$ cat config.mk
export PLATFORM = sky130hd
export DESIGN_NAME = cfg_stream_loader
export DESIGN_NICKNAME = d
export VERILOG_FILES = /design/src/rtl/cfg_stream_loader.sv
export SDC_FILE = /design/constraint.sdc
export NUM_CORES = 1
export LEC_CHECK = 0
export BUFFER_PORTS_ARGS = -buffer_cell sky130_fd_sc_hd__buf_2
export CAP_MARGIN = 20
export CELL_PAD_IN_SITES_DETAIL_PLACEMENT = 0
export CELL_PAD_IN_SITES_GLOBAL_PLACEMENT = 1
export CORE_ASPECT_RATIO = 1.25
export CORE_UTILIZATION = 35
export DETAILED_ROUTE_END_ITERATION = 16
export MAX_ROUTING_LAYER = met4
export PLACE_DENSITY_LB_ADDON = 0.1
export SLEW_MARGIN = 20
export SYNTH_ARGS = -nofsm -noshare
export SYNTH_HDL_FRONTEND = slang
export SYNTH_SLANG_ARGS = --single-unit
$ cat constraint.sdc
create_clock -name clk_in -period 2.9 [get_ports clk_in]
set_clock_uncertainty 0.15 [all_clocks]
set_input_delay 0.435 -clock clk_in [delete_from_list [all_inputs] [get_ports clk_in]]
set_output_delay 0.435 -clock clk_in [all_outputs]
set_load 0.01 [all_outputs]
$ cat src/rtl/cfg_stream_loader.sv
// Configuration sequencer: takes (addr, data) words over valid/ready and drives the tile config bus.
// Optional trailer checksum checking is enabled by defining CFG_LOADER_CHECKSUM_EN.
module cfg_stream_loader #(
  parameter int unsigned ADDR_W      = 32,
  parameter int unsigned DATA_W      = 32,
  parameter int unsigned HOLD_CYCLES = 1,
  parameter int unsigned CNT_W       = 16
) (
  input  logic              clk_in,
  input  logic              reset_in,
  input  logic              start_in,
  input  logic              s_valid_in,
  output logic              s_ready_out,
  input  logic [ADDR_W-1:0] s_addr_in,
  input  logic [DATA_W-1:0] s_data_in,
  input  logic              s_last_in,
  output logic [ADDR_W-1:0] config_addr_out,
  output logic [DATA_W-1:0] config_data_out,
  output logic              config_we_out,
  output logic              busy_out,
  output logic              done_out,
  output logic              err_out,
  output logic [CNT_W-1:0]  word_count_out
);

  typedef enum logic [1:0] {StIdle, StWait, StWrite, StDone} state_e;

  localparam logic [3:0] HoldLast = 4'(HOLD_CYCLES - 1);

  state_e             state_q, state_d;
  logic [ADDR_W-1:0]  addr_q, addr_d;
  logic [DATA_W-1:0]  data_q, data_d;
  logic               last_q, last_d;
  logic [3:0]         hold_q, hold_d;
  logic [CNT_W-1:0]   cnt_q, cnt_d;
  logic               err_q, err_d;
  logic               hs;
`ifdef CFG_LOADER_CHECKSUM_EN
  logic [DATA_W-1:0]  xor_q, xor_d;
`endif

  assign hs = s_valid_in && (state_q == StWait);

  always_comb begin
    state_d = state_q;
    addr_d  = addr_q;
    data_d  = data_q;
    last_d  = last_q;
    hold_d  = hold_q;
    cnt_d   = cnt_q;
    err_d   = err_q;
`ifdef CFG_LOADER_CHECKSUM_EN
    xor_d   = xor_q;
`endif
    unique case (state_q)
      StIdle, StDone: begin
        if (start_in) begin
          state_d = StWait;
          cnt_d   = '0;
          err_d   = 1'b0;
`ifdef CFG_LOADER_CHECKSUM_EN
          xor_d   = '0;
`endif
        end
      end
      StWait: begin
        if (hs) begin
`ifdef CFG_LOADER_CHECKSUM_EN
          // Trailer carries the expected XOR of the session's written data.
          if (s_last_in) begin
            state_d = StDone;
            if (s_data_in != xor_q) err_d = 1'b1;
          end else
`endif
          if (s_addr_in == '0) begin
            err_d = 1'b1;
            if (s_last_in) state_d = StDone;
          end else begin
            addr_d  = s_addr_in;
            data_d  = s_data_in;
            last_d  = s_last_in;
            hold_d  = '0;
            state_d = StWrite;
`ifdef CFG_LOADER_CHECKSUM_EN
            xor_d   = xor_q ^ s_data_in;
`endif
          end
        end
      end
      StWrite: begin
        if (hold_q == HoldLast) begin
          if (cnt_q != '1) cnt_d = cnt_q + CNT_W'(1);
          state_d = last_q ? StDone : StWait;
        end else begin
          hold_d = hold_q + 4'd1;
        end
      end
      default: state_d = StIdle;
    endcase
  end

  always_ff @(posedge clk_in or posedge reset_in) begin
    if (reset_in) begin
      state_q <= StIdle;
      addr_q  <= '0;
      data_q  <= '0;
      last_q  <= 1'b0;
      hold_q  <= '0;
      cnt_q   <= '0;
      err_q   <= 1'b0;
`ifdef CFG_LOADER_CHECKSUM_EN
      xor_q   <= '0;
`endif
    end else begin
      state_q <= state_d;
      addr_q  <= addr_d;
      data_q  <= data_d;
      last_q  <= last_d;
      hold_q  <= hold_d;
      cnt_q   <= cnt_d;
      err_q   <= err_d;
`ifdef CFG_LOADER_CHECKSUM_EN
      xor_q   <= xor_d;
`endif
    end
  end

  assign s_ready_out     = (state_q == StWait);
  assign busy_out        = (state_q == StWait) || (state_q == StWrite);
  assign config_we_out   = (state_q == StWrite);
  assign config_addr_out = config_we_out ? addr_q : '0;
  assign config_data_out = config_we_out ? data_q : '0;
  assign done_out        = (state_q == StDone);
  assign err_out         = err_q;
  assign word_count_out  = cnt_q;

endmodule

# Word level (Yosys, flattened, before mapping)

Cells that the tools add are included.

Output and inout bits: 85
Word-level logic and storage cells: 57
Bits in registers: 88
Input bits: 69

$add $sub $neg: 2
Reduce and logical (&&, ||, !) cells: 14
Equal/unequal tests: 12
Bitwise gates (word level): 1
Multiplexer cells: 21

Operator list:

| kind                    | count |
|---|---|
| $mux W32                | 2 |
| $mux W16                | 3 |
| $logic_not A32 Y1       | 1 |
| $pmux W16 S2            | 1 |
| $add A16 B1 Y16 const B | 1 |
| $ne A16 B16 Y1 const B  | 1 |
| $reduce_and A4 Y1       | 4 |
| $mux W2                 | 6 |
| $mux W4                 | 3 |
| $ne A2 B1 Y1 const B    | 4 |
| $pmux W4 S2             | 1 |
| $ne A2 B2 Y1 const B    | 3 |
| $pmux W2 S3             | 1 |
| $reduce_bool A2 Y1      | 3 |
| $add A4 B1 Y4 const B   | 1 |
| $eq A2 B2 Y1 const B    | 2 |
| $logic_not A4 Y1        | 1 |
| $mux W1                 | 3 |
| $ne A3 B3 Y1 const B    | 1 |
| $reduce_and A3 Y1       | 1 |
| $eq A2 B1 Y1 const B    | 1 |
| $logic_not A2 Y1        | 1 |
| $pmux W1 S2             | 1 |
| $reduce_or A2 Y1        | 1 |
| other kinds (3)         | 3 |

# Longest topological paths before layout

Gate-level depths: netlist (run 1).

Depth in word-level cells: 4
Depth in mapped cells: 9

# Worst setup path after synthesis (run 1)

No wires, ideal clock.

Kind: register to register
Start: reg state_q[0]
End: reg cnt_q[11], in the netlist word_count_out[11]
Arrival time: 1.999 ns
Buffers on the path: 1
Required time: 2.649 ns
Setup slack: 0.650 ns
Stages on the path, launching flop included: 8
Path through: dfrtp_1 inv_1 ha_1 clkbuf_1 inv_1 or3_4 or2_2 o311ai_2

RTL lines:

| item                                                                | line | source |
|---|---|---|
| start: declaration                                                  | 30   | `state_e state_q, state_d;` |
| start signal: assignment                                            | 104  | `state_q <= StIdle;` |
| start signal: assignment                                            | 115  | `state_q <= state_d;` |
| $eq A2 B2 Y1 (*)                                                    | --   |  |
| net config_we_out                                                   | 19   | `output logic config_we_out,` |
| $ne A2 B1 Y1 (no line) / $reduce_bool A2 Y1 (equally long branches) | --   |  |
| $reduce_and A4 Y1 (no line)                                         | --   |  |
| end signal: assignment                                              | 120  | `cnt_q <= cnt_d;` |
| end: declaration                                                    | 35   | `logic [CNT_W-1:0] cnt_q, cnt_d;` |

Mark *: on every way through the listed nets, which the timed path passes. The rest lies on a longest branch.
A chain may end at the register's enable or synchronous reset.

# Worst setup path in the final report (run 1)

Start: reg state_q[0]
End: out config_addr_out[19]

Longest elaborated chain between the ends: 2

RTL lines:

| item             | line | source |
|---|---|---|
| $eq A2 B2 Y1     | 130  | `assign config_we_out = (state_q == StWrite);` |
| $mux W32         | 131  | `assign config_addr_out = config_we_out ? addr_q : '0;` |
| end: declaration | 17   | `output logic [ADDR_W-1:0] config_addr_out,` |

No other way between the ends.

==> flow_summary.toml, run 1 <==
[finish]
final_core_utilization_pct = 46.66
nets = 607
fill_cells = 1232
diodes = 0
final_area_um2 = 5674
synthToLayoutAreaGrowth_pct = 30.13
post_route_cells_drive_above_1_share_pct = 47.30

[logic_synthesis]
synth-adder-area-share_pct = 1.722
synth_top_family_by_area = "simple AND/OR/NAND/NOR gates"
synthDominantAreaCellType = "dfrtp_1"
mappedNetlistArea_um2 = 4360
synth_edf_count = 0
yosysTopAreaCellShare_pct = 50.50
synth.distinct_cells = 54
nets_in_the_synthesized_netlist = 456
postSynthRegisterBits = 88
syn-mean-instance-area_um2 = 11.44
synth_xor_area_share_pct = 0
synth.yosys.seq_area_share_pct = 50.50
yosys-mux-area-fraction_pct = 17.27
synthCells = 381
synth_compound_area_share_pct = 9.986
share_of_synthesized_cell_area_in_and_or_nand_and_nor_gates_pct = 17.65
yosys_warnings = 0
async_flop_share_pct = 100.0
flip_flop_cell_with_the_highest_count_after_synthesis = "dfrtp_1"
most_area_consuming_cells_after_synthesis = "dfrtp_1 (51%), mux2_2 (17%), and2_1 (9.3%)"

[setup_path]
r2r_start = "hold_q[0]$_DFFE_PP0P_"
setup.worst_path.start = "state_q[0]$_DFFE_PP0P_"
r2r.worst_path.cells = 6
timing.setup.critical_path_class = "register to primary output"
cp_data_required_time_ns = 2.32
r2r_slack_ns = 0.62
endpoint_kind = "primary output"
worstPathMaxFanout = 59
timing.critical_path.arrival_ns = 1.79
crit_path_start_kind = "register"
worst_r2r_endpoint = "word_count_out[11]$_DFFE_PP0P_"

[placed_design]
dpl_cell_area_um2 = 5343
place_hpwl_um = 7384
globalplace.congestion = 0.7823
placement.io_buffers = 153

[route]
avgViaCountPerCell = 4.923
drt-pass1-iter-count = 4
initialDrtViolationCount = 138
route.detailed.wl_per_inst_um = 14.97
dr_total_vias = 3451
antenna_violating_nets_post_route = 0
drcViolationCount = 0
routed_wirelength_um = 10500

[power_and_ir_drop]
power_density_nw_per_um2 = 892.0
leakagePower_nw = 2.742
max-vdd-ir-drop_v = 0.0004153

[global_route]
grt_max_degree = 60
grt_pass1_vias = 3505
grt_pass1_wl_um = 17170
grt_usage_pct = 17.63
antenna_violations_before_repair = 0
globalRouteOverflowTotal = 0

[timing]
slew_viol_final = 0
grt_setup_unrepaired = "no"
timing.slew.headroom_pct = 56.96
post-route-min-period_ns = 2.379
final-setup-viol-count = 0
finalCritPeriodShare_pct = 82.04
timing_hold_violations_final = 0
max_freq_ghz = 0.4203
setup_tns_ns = 0
timing_worst_slew_pin_value_ns = 0.6449

[floorplan]
fp-row-count = 45
initial_core_util_pct = 35.85
num_io_pins = 154
die_area_um2 = 12910
die_h_um = 126.8
die_width_um = 101.8
placeableCoreArea_um2 = 12160

[clock_network]
clock_sinks = 88
clock_tree_from_tritoncts = "done"
postCtsSetupRepairBufs = 0
master_cell_of_the_clock_root_buffer = "clkbuf_16"
cts_repair_resize_count = 0
clk-insertion-delay-late_ns = 0.34
cts.hold.buffers_added = 0
ctsHtreeMaxLevel = 3
tritoncts.num_buffers = 9
clk_pin_slew_ns = 0.06
cts_buffer_depth = 2

[flow_run]
max_cap_viol_count = 0

[run_status]
run_status = "finished clean"

[min_path]
worst_hold_path_type = "input port to asynchronous set/reset pin"
-- placed cells by master, fill, tap and decap left out, types with 3 or more instances in the layout --
master	instances
clkbuf_16	9
and2_1	65
o31ai_1	4
inv_1	6
nand4_1	4
a31oi_1	14
mux2_2	65
and3_1	3
buf_4	5
nor4_1	8
nand3_1	8
nor2_1	9
a21oi_1	11
nand2_1	17
o21ai_0	7
buf_12	3
dfrtp_1	88
nand2b_1	3
buf_2	153
ha_1	5
-- worst max path at each step --
stage               slack [ns]                endpoint  cells past startpoint
global route              0.37     config_addr_out[19]                      5
CTS                       0.47     config_addr_out[19]                      5
floorplan                 0.04   addr_q[0]$_DFFE_PP0P_                      1
finish                    0.52     config_addr_out[19]                      5
global placement          0.39   data_q[5]$_DFFE_PP0P_                      6
detailed placement        0.34  data_q[16]$_DFFE_PP0P_                      6
-- sequential cells by signal (all words and copies together), names as in the netlist --
register,count
err_out,1
hold_q,4
word_count_out,16
addr_q,32
state_q,2
data_q,32
last_q,1
-- cell usage after synthesis (2+ instances only) --
| cell type | n |
|---|---|
| clkbuf_1 | 11 |
| dfrtp_1 | 88 |
| nor4_1 | 8 |
| inv_1 | 7 |
| a41oi_1 | 2 |
| o31ai_1 | 4 |
| buf_4 | 3 |
| nand2b_1 | 3 |
| and3_1 | 3 |
| nor2_1 | 9 |
| o21ai_1 | 2 |
| a21oi_1 | 11 |
| nand4_1 | 4 |
| a211oi_1 | 2 |
| ha_1 | 6 |
| mux2_2 | 65 |
| nand2_1 | 17 |
| o21ai_0 | 7 |
| o211ai_1 | 2 |
| a31oi_1 | 14 |
| o2111ai_1 | 2 |
| or3_1 | 2 |
| buf_2 | 7 |
| nand3_1 | 8 |
| and2_1 | 65 |
-- through the flow --
step                      hold WS, ns  setup WS (ns)  cells  total power [mW]
after floorplan                0.3056        0.03645    381             3.230
after CTS                     0.02377         0.4678    701             5.150
after detailed placement       0.3352         0.3375    685             3.847
final                        0.007206         0.5209    701             5.061
after global placement         0.3224         0.3854    685             3.786
after global routing          0.06619         0.3673    701             5.415
-- critical path, stage by stage (launching register included) --
cell and delay, ns:
dfrtp_1 0.41, inv_1 0.07, ha_2 0.18, buf_4 0.43, and2_1 0.22, buf_2 0.13
-- layout make-up --
class	count	area [um^2]	area share, %
Tap cell	164	205.2	3.616
Timing Repair Buffer	161	863.3	15.21
Clock buffer	10	239.0	4.212
Clock inverter	6	92.59	1.632
Sequential cell	88	2202	38.81
Multi-Input combinational cell	265	2044	36.03
Inverter	7	27.53	0.4851
-- routing by layer --
layer	vias to the layer above	GRT usage [%]	routed length (um)
met5	-	-	0
met4	0	7.815	199
met3	13	3.747	555
met2	103	27.31	5121
met1	1668	22.03	4620
li1	1667	-	-
-- cells by family after synthesis --
family | Yosys count
compound gates | 61
fa+ha+maj | 6
simple gates | 131
buf+inv | 28
flops | 88
mux | 67
-- where the power goes --
group / switching (mW) / internal (mW)
clock: 0.495 / 0.781
combinational: 0.862 / 0.935
sequential: 0.250 / 1.74
Note: power is estimated with default switching activity, not from simulation.
==> run 2: changes to the inputs <==
--- a/config.mk
+++ b/config.mk
@@ -5,12 +5,13 @@
 export SDC_FILE = /design/constraint.sdc
 export NUM_CORES = 1
 export LEC_CHECK = 0
+export ABC_AREA = 1
 export BUFFER_PORTS_ARGS = -buffer_cell sky130_fd_sc_hd__buf_2
 export CAP_MARGIN = 20
 export CELL_PAD_IN_SITES_DETAIL_PLACEMENT = 0
 export CELL_PAD_IN_SITES_GLOBAL_PLACEMENT = 1
 export CORE_ASPECT_RATIO = 1.25
-export CORE_UTILIZATION = 35
+export CORE_UTILIZATION = 38
 export DETAILED_ROUTE_END_ITERATION = 16
 export MAX_ROUTING_LAYER = met4
 export PLACE_DENSITY_LB_ADDON = 0.1
==> constraint.sdc (replaced) <==
create_clock -name clk_in -period 2.3 [get_ports clk_in]
set_clock_uncertainty 0.15 [all_clocks]
set_input_delay 0.345 -clock clk_in [delete_from_list [all_inputs] [get_ports clk_in]]
set_output_delay 0.345 -clock clk_in [all_outputs]
set_load 0.01 [all_outputs]
==> run 2 against run 1 <==
  * Power increased by 25%
  * Cell count increased by 34%
  * Via count increased by 18%
  * Clock-buffer cell count increased by 4
  * Critical path depth increased by 1
  * Critical endpoint is now config_addr_out[2]
  * Largest power group unchanged
  * Highest routed layer unchanged
==> flow_summary.toml, run 2 <==
[global_route]
grt_max_degree = 52
globalRouteOverflowTotal = 0
grt_usage_pct = 16.88
grt_pass1_wl_um = 18000
grt_pass1_vias = 3964
antenna_violations_before_repair = 1

[floorplan]
fp-row-count = 46
die_area_um2 = 13790
initial_core_util_pct = 39.45
num_io_pins = 154
die_h_um = 131.1
placeableCoreArea_um2 = 12830
die_width_um = 105.3

[logic_synthesis]
leading_cell_type_by_number_of_instances_after_synthesis = "inv_1"
synthDominantAreaCellType = "dfrtp_1"
postSynthRegisterBits = 88
most_area_consuming_cells_after_synthesis = "dfrtp_1 (43%), o21ai_2 (13%), inv_1 (10%)"
nets_in_the_synthesized_netlist = 689
synth.yosys.seq_area_share_pct = 43.49
yosys_warnings = 0
syn-mean-instance-area_um2 = 8.247
synthCells = 614
async_flop_share_pct = 100.0
ys_top_cells_by_count = "inv_1 (140), nand2_1 (136), dfrtp_1 (88)"
flip_flop_cell_with_the_highest_count_after_synthesis = "dfrtp_1"
mappedNetlistArea_um2 = 5064
synth.distinct_cells = 25
synth_edf_count = 0
yosysTopAreaCellShare_pct = 43.49

[power_and_ir_drop]
power_density_nw_per_um2 = 1013
leakagePower_nw = 3.770
max-vdd-ir-drop_v = 0.0004356

[setup_path]
crit_path_start_kind = "register"
timing.critical_path.arrival_ns = 1.60
cp_data_required_time_ns = 1.80
worstPathMaxFanout = 22
r2r.worst_path.cells = 8
endpoint_kind = "primary output"
timing.setup.critical_path_class = "register to primary output"

[route]
routed_wirelength_um = 11040
antenna_violating_nets_post_route = 0
drcViolationCount = 0
avgViaCountPerCell = 4.340
drt-pass1-iter-count = 4
initialDrtViolationCount = 174
dr_total_vias = 4075
route.detailed.wl_per_inst_um = 11.76

[timing]
post-route-min-period_ns = 2.098
timing.slew.headroom_pct = 70.16
final-setup-viol-count = 0
grt_setup_unrepaired = "no"
slew_viol_final = 0
timing_hold_violations_final = 0
setup_tns_ns = 0
timing_worst_slew_pin_value_ns = 0.4442
finalCritPeriodShare_pct = 91.22
max_freq_ghz = 0.4766

[placed_design]
dpl_cell_area_um2 = 5918
place_hpwl_um = 8079
placedCellCount = 921
placement.io_buffers = 153
globalplace.congestion = 0.7298

[finish]
synthToLayoutAreaGrowth_pct = 23.42
final_cell_mix = "buf_2 (153), inv_1 (139), nand2_1 (136)"
stdcell_count = 939
nets = 840
final_common_cell = "buf_2"
final_area_um2 = 6250
post_route_cells_drive_above_1_share_pct = 41.17

[run_status]
run_status = "finished clean"

[flow_run]
max_cap_viol_count = 0

[clock_network]
postCtsSetupRepairBufs = 0
cts_buffer_depth = 2
tritoncts.num_buffers = 9
clock_tree_from_tritoncts = "done"
clock_sinks = 88
clk_pin_slew_ns = 0.06
clk-insertion-delay-late_ns = 0.34
ctsHtreeMaxLevel = 3
master_cell_of_the_clock_root_buffer = "clkbuf_16"

[min_path]
worst_hold_path_type = "input port to register"
hold_path_depth = 3
run 2: changes by cell type after synthesis, moves of 9 or more:
| cell | before | now |
|---|---|---|
| a31oi_1 | 14 | 0 |
| and2_1 | 65 | 0 |
| clkbuf_1 | 11 | 0 |
| inv_1 | 7 | 140 |
| mux2_2 | 65 | 0 |
| nand2_1 | 17 | 136 |
| nand2_2 | 0 | 56 |
| nor2_1 | 9 | 34 |
| o21ai_2 | 0 | 73 |
| xor2_1 | 0 | 9 |
run 2: kinds of logic (layout without fill, tap and decap cells):
group | Yosys count | in the layout | synth area share [%]
simple gates | 249 | 249 | 22.51
fa+ha+maj | 6 | 6 | 1.483
xor+xnor | 15 | 15 | 2.595
flops | 88 | 88 | 43.49
other cells | 0 | 1 | 0
buf+inv | 165 | 321 | 15.52
compound gates | 91 | 91 | 14.41
run 2: repair_timing:
action,4_1_cts,5_1_grt
endpoints found under the hold margin,7,0
endpoints found under the setup margin,3,7
resized for setup,2,1
hold buffers,1,0
run 2: routing by layer:
layer,part of all wire (%),GRT usage [%],up-vias
li1,-,-,2113
met1,46,20.26,1846
met2,48,28.25,101
met3,4.4,2.669,15
met4,2.0,7.374,0
met5,0,-,-
run 2: final cells by class:
class,count,area [um^2]
fillers,1339,6585
flip-flops and latches,88,2202
multi-input cells,361,2088
repair buffers,165,915.9
inverters,140,529.3
clock buffers,14,264.0
well taps,168,210.2
clock inverters,2,37.54
diodes,1,2.502
run 2: where the power goes:
group          internal, mW  total (mW)  switching (mW)
Sequential             2.12        2.50           0.381
Clock                 0.903        1.49           0.582
Combinational         0.983        2.35            1.37
run 2: worst paths after layout:
check / slack [ns] / start / end
setup reg to reg: 0.31 / state_q[1]$_DFFE_PP0P_ / hold_q[0]$_DFFE_PP0P_
hold / removal: 0.09 / s_data_in[0] / data_q[0]$_DFFE_PP0P_
min in group asynchronous: 0.33 / reset_in / data_q[21]$_DFFE_PP0P_
setup / recovery: 0.20 / state_q[0]$_DFFE_PP0P_ / config_addr_out[2]
hold reg to reg: 0.33 / addr_q[14]$_DFFE_PP0P_ / addr_q[14]$_DFFE_PP0P_
max in group asynchronous: 1.02 / reset_in / hold_q[0]$_DFFE_PP0P_
run 2: per-stage QoR:
step,hold WS (ns),util [%],power (mW),setup WS (ns)
6_report,0.09418,48.69,6.333,0.2020
5_1_grt,0.09417,48.69,6.822,0.07183
4_1_cts,0.08430,48.60,6.428,0.06260
3_5_place_dp,0.1384,46.11,4.889,0.3109
3_3_place_gp,0.1422,46.11,4.826,0.3318
2_1_floorplan,0.3048,-,4.425,0.2760
run 2: critical path: stages, from the launching register on:
cell and delay (ns):
dfrtp_1 0.41, inv_1 0.10, ha_4 0.23, buf_6 0.23
nand2_1 0.08, inv_1 0.09, buf_2 0.13
